<file path="src/rtl/conware_pkg.sv">
// Shared definitions for the conware stream/row converters: FSM encoding,
// default geometry and frame_err bit positions.
package conware_pkg;

  typedef enum logic [1:0] {
    INIT = 2'd0,
    FILL = 2'd1,
    HOLD = 2'd2
  } state_t;

  localparam int DEF_DWIDTH = 32;
  localparam int DEF_WIDTH  = 4;

  localparam int FERR_EARLY_LAST   = 0;
  localparam int FERR_MISSING_LAST = 1;

endpackage

</file>
<file path="src/rtl/axis2row.sv">
// AXI4-Stream pixel slave that packs one packet of WIDTH pixels into a row of cell bits.
// Optional sticky framing-error flags when AXIS2ROW_FRAME_CHECK_EN is defined.
//
// state | meaning
// INIT  | reset state, moves to FILL on the next cycle
// FILL  | accepting beats, TREADY high
// HOLD  | row presented on out_data with out_valid high
module axis2row
  import conware_pkg::*;
#(
  parameter int DWIDTH = DEF_DWIDTH,
  parameter int WIDTH  = DEF_WIDTH,
  localparam int CWIDTH = $clog2(WIDTH)
) (
  input  logic              clk,
  input  logic              rstn,
  input  logic [DWIDTH-1:0] alive_color,
  input  logic [DWIDTH-1:0] S_AXIS_TDATA,
  input  logic              S_AXIS_TVALID,
  output logic              S_AXIS_TREADY,
  input  logic              S_AXIS_TLAST,
  output logic [WIDTH-1:0]  out_data,
  output logic              out_valid,
`ifdef AXIS2ROW_FRAME_CHECK_EN
  output logic [1:0]        frame_err,
`endif
  input  logic              out_ready
);

  state_t            state;
  logic [CWIDTH-1:0] counter;
  logic              beat_ok;
  logic              last_slot;
  logic              pixel_alive;

  assign beat_ok     = S_AXIS_TVALID && S_AXIS_TREADY;
  assign last_slot   = (counter == CWIDTH'(WIDTH - 1));
  assign pixel_alive = (S_AXIS_TDATA == alive_color);

  always_ff @(posedge clk) begin
    if (!rstn) begin
      state         <= INIT;
      counter       <= '0;
      out_data      <= '0;
      out_valid     <= 1'b0;
      S_AXIS_TREADY <= 1'b0;
    end else begin
      case (state)
        INIT: begin
          state         <= FILL;
          S_AXIS_TREADY <= 1'b1;
        end
        FILL: begin
          if (beat_ok) begin
            out_data[counter] <= pixel_alive;
            // Row closes on TLAST or a full row; no resync to TLAST afterwards.
            if (last_slot || S_AXIS_TLAST) begin
              state         <= HOLD;
              counter       <= '0;
              out_valid     <= 1'b1;
              S_AXIS_TREADY <= 1'b0;
            end else begin
              counter <= counter + 1'b1;
            end
          end
        end
        HOLD: begin
          if (out_ready) begin
            state         <= FILL;
            out_data      <= '0;
            out_valid     <= 1'b0;
            S_AXIS_TREADY <= 1'b1;
          end
        end
        default: begin
          state         <= INIT;
          counter       <= '0;
          out_data      <= '0;
          out_valid     <= 1'b0;
          S_AXIS_TREADY <= 1'b0;
        end
      endcase
    end
  end

`ifdef AXIS2ROW_FRAME_CHECK_EN
  always_ff @(posedge clk) begin
    if (!rstn) begin
      frame_err <= 2'b00;
    end else if (state == FILL && beat_ok) begin
      if (S_AXIS_TLAST && !last_slot) frame_err[FERR_EARLY_LAST] <= 1'b1;
      if (!S_AXIS_TLAST && last_slot) frame_err[FERR_MISSING_LAST] <= 1'b1;
    end
  end
`endif

endmodule
</file>
<file path="config.mk">
export PLATFORM = sky130hd
export DESIGN_NAME = axis2row
export DESIGN_NICKNAME = d
export VERILOG_FILES = /design/src/rtl/conware_pkg.sv /design/src/rtl/axis2row.sv
export SDC_FILE = /design/constraint.sdc
export NUM_CORES = 1
export LEC_CHECK = 0
export CAP_MARGIN = 15
export CORE_MARGIN = 2
export CORE_UTILIZATION = 32
export CTS_BUF_LIST = sky130_fd_sc_hd__clkbuf_8
export DETAILED_ROUTE_END_ITERATION = 8
export PLACE_DENSITY = 0.8
export SLEW_MARGIN = 40
export SYNTH_ARGS = -nofsm -noshare
export SYNTH_HDL_FRONTEND = slang
export SYNTH_SLANG_ARGS = --single-unit
</file>
<file path="constraint.sdc">
create_clock -name clk -period 1.7 [get_ports clk]
set_clock_uncertainty 0.05 [all_clocks]
set_input_delay 0.34 -clock clk [delete_from_list [all_inputs] [get_ports clk]]
set_output_delay 0.34 -clock clk [all_outputs]
set_load 0.01 [all_outputs]
</file>
==> flow_metrics.env <==
export IMPL_outcome="finished, violations left"
export IMPL_failed_checks="negative setup slack"
export IMPL_cts_tree="yes"
export IMPL_worstSetupStartpointType="primary input"
export IMPL_hp_class="flip-flop to flip-flop"
export IMPL_die_area_um2=3100
export IMPL_globalRouteMet1Util_pct=19.7
export IMPL_wl_per_cell_um=12.9
export IMPL_first_global_vias=1020
export IMPL_crit_path_max_fanout=4
export IMPL_drtIter0Drc=10
export IMPL_min_period_over_period_pct=100
export IMPL_global_route_usage_met3_pct=5.35
export IMPL_timing_critical_path_from="S_AXIS_TDATA[12]"
export IMPL_vdd_ir_drop_max_mv=0.502
export IMPL_port_buffers=74
export IMPL_synth_cell_type_count=26
export IMPL_final_max_slew_viol_count=0
export IMPL_post_cts_repair_setup_buffers=0
export IMPL_dp_final_hpwl_mm=2.39
export IMPL_tightest_slew_ps=319
export IMPL_post_dp_cell_area_um2=1650
export IMPL_cts_hold_buffers=0
export IMPL_htree_num_levels=1
export IMPL_timing_final_crit_period_ps=1700
export IMPL_slew_limit_headroom_pct=78.6
export IMPL_comb_power_share_pct=36.6
export IMPL_setup_viol_count_final=2
export IMPL_post_route_cells_drive_above_1_share_pct=6.70
export IMPL_final_hold_viol_count=0
export IMPL_final_cell_area_um2=1710
export IMPL_timing_final_ws_setup_ps=-3.24
export IMPL_cts_reportedPaths_clkPinSlew_ps=50
export IMPL_power_share_sequential_pct=32.2
export IMPL_pwr_density_cell_nw_per_um2=450
export IMPL_clock_sink_count=10
export IMPL_power_share_switching_pct=23.3
export IMPL_routabilityCongestion=0.855
export IMPL_avgViaCountPerCell=4.75
export IMPL_placement_setup_worst_slack_ps=-257
export IMPL_netlist_area_leader_share_pct=32.7
export IMPL_arrival_ps=1830
export IMPL_rows=18
export IMPL_grt_start_max_net_pins=8
export IMPL_finalCoreUtilization_pct=68.5
export IMPL_core_area_um2=2500
export IMPL_fin_nets=254
export IMPL_worstPathRequired_ps=1820
export IMPL_layoutNonFillerInstCount=209
export IMPL_finalWirelength_mm=2.70
export IMPL_syn_nets=173
export IMPL_seq_area_frac_synth_pct=23.4
export IMPL_cts_path_max_buffers=2
export IMPL_design_portCount=75
export IMPL_timing_critical_path_to_type="flip-flop"
export IMPL_cts_buffers=3
export IMPL_crit_reg2reg_launch="counter[1]$_SDFFE_PN0P_"
export IMPL_grt_pass1_wl_mm=4.41
export IMPL_start_util_pct=34.2
export IMPL_drt_pre_antenna_iters=4
export IMPL_clockRootBuffer="sky130_fd_sc_hd__clkbuf_8"
export IMPL_die_height_um=55.7
export IMPL_place_inst=206
export IMPL_grt_use_met2_pct=31.3
export IMPL_power_frac_clock_pct=31.2
export IMPL_power_static_leakage_nw=0.689
export IMPL_syn_area_per_cell_um2=8.56
export IMPL_synthesis_area_um2=856
export IMPL_drc=0
export IMPL_synth_top_cell_by_area="sky130_fd_sc_hd__xor2_1"
export IMPL_layout_cells_most_common_list="sky130_fd_sc_hd__clkdlybuf4s50_1, sky130_fd_sc_hd__xor2_1, sky130_fd_sc_hd__dfxtp_1, sky130_fd_sc_hd__nand2_1, sky130_fd_sc_hd__nor4_1"
export IMPL_global_route_peak_usage_layer="met2"
export IMPL_die_width_um=55.7
export IMPL_setup_crit_path_kind="primary input to flip-flop"
export IMPL_grt_overflow_total=0
export IMPL_syn_inst=100
export IMPL_routed_via_count=993
export IMPL_yosys_warnings=0
export IMPL_hp_start="out_valid$_SDFFE_PN0P_"
export IMPL_maxClockFrequency_ghz=0.587
export IMPL_postRouteAntennaNets=0
export IMPL_ys_seq_elements=10
export IMPL_track_usage_pct=17.6
export IMPL_layout_cells_most_common="sky130_fd_sc_hd__clkdlybuf4s50_1"
export IMPL_antenna_cells_inserted=0
export IMPL_area_growth_pct=100
export IMPL_internal_power_w=0.000590
export IMPL_antenna_found_initial=0
export IMPL_yosys_top_cells_area="sky130_fd_sc_hd__xor2_1, sky130_fd_sc_hd__dfxtp_1, sky130_fd_sc_hd__ha_1"
export IMPL_net_switching_power_w=0.000180
export IMPL_worstSkewPairLatency_ps=230
export IMPL_cap_viol_max_count=0
==> cells in the mapped netlist, drive strengths merged <==
| cell | instances |
|---|---|
| nor2b | 3 |
| a41o | 3 |
| a32o | 1 |
| o21ai | 5 |
| mux2i | 1 |
| ha | 4 |
| and4 | 1 |
| and2 | 2 |
| nand4 | 2 |
| nor2 | 3 |
| nand2b | 1 |
| inv | 3 |
| xor2 | 32 |
| nor4 | 8 |
| nand3 | 1 |
| nand2 | 9 |
| a21oi | 4 |
| dfxtp | 10 |
| or3 | 2 |
| clkbuf | 1 |
| a22oi | 1 |
| a21boi | 3 |
==> flip-flops by register name (all words and copies together), names as in the netlist <==
signal         cells
counter            2
out_valid          1
S_AXIS_TREADY      1
out_data           4
state              2
==> critical path, stage by stage <==
cell	delay [ps]
sky130_fd_sc_hd__clkdlybuf4s50_1	440
sky130_fd_sc_hd__xor2_1	150
sky130_fd_sc_hd__nor4_1	350
sky130_fd_sc_hd__nand4_1	200
sky130_fd_sc_hd__nor2_4	180
sky130_fd_sc_hd__a41o_1	170
==> metrics by stage <==
stage / hold slack [ps] / TNS, ps / total power (W)
2_1_floorplan: 406 / 0 / 0.000333
3_3_place_gp: 399 / -939 / 0.000524
3_5_place_dp: 404 / -962 / 0.000530
4_1_cts: 410 / 0 / 0.000772
5_1_grt: 421 / -14.6 / 0.000812
6_report: 405 / -6.35 / 0.000770
==> cell type report <==
type                            count  area [um2]
Multi-Input combinational cell     86         658
Tap cell                           30        37.5
Sequential cell                    10         200
Fill cell                         203         788
Inverter                            3        11.3
Clock buffer                        3        41.3
Timing Repair Buffer               77         763
==> metal layers <==
| layer | share of wire [%] | vias to the layer above |
|---|---|---|
| li1 | - | 510 |
| met5 | 0 | - |
| met3 | 10 | 6 |
| met4 | 1.9 | 0 |
| met2 | 49 | 51 |
| met1 | 39 | 426 |
==> power by group through the flow <==
| stage | clock network [W] | logic [W] | registers (W) |
|---|---|---|---|
| 2_1_floorplan | 0 | 0.0000803 | 0.000253 |
| 3_3_place_gp | 0 | 0.000272 | 0.000252 |
| 3_5_place_dp | 0 | 0.000277 | 0.000252 |
| 4_1_cts | 0.000243 | 0.000281 | 0.000248 |
| 5_1_grt | 0.000260 | 0.000303 | 0.000249 |
| 6_report | 0.000240 | 0.000282 | 0.000248 |
==> path summary, 6_finish.rpt <==
check,to,slack (ps),cells past startpoint
worst max register to register,counter[1]$_SDFFE_PN0P_,340,5
worst min register to register,out_valid$_SDFFE_PN0P_,400,2
worst max-delay path,out_data[0]$_SDFFE_PN0P_,-3,6
worst min-delay path,out_valid$_SDFFE_PN0P_,400,2
==> cell families (layout without fill, tap and decap cells) <==
kind of cell,count (synthesis),count (layout),share of synthesized area (%)
AO/OA/AOI/OAI,17,17,13.9
adder cells (fa/ha/maj),4,4,5.85
XOR/XNOR,32,32,32.7
AND/OR/NAND/NOR,32,32,21.2
multiplexers,1,1,1.17
flip-flops,10,10,23.4
buffers and inverters,4,83,1.75
==> repair_timing <==
action	in CTS	in global routing
gates cloned	0	0
pin swaps	0	7
setup endpoints to repair	3	3
gates resized for setup	1	2
(Power assumes the default switching activity.)
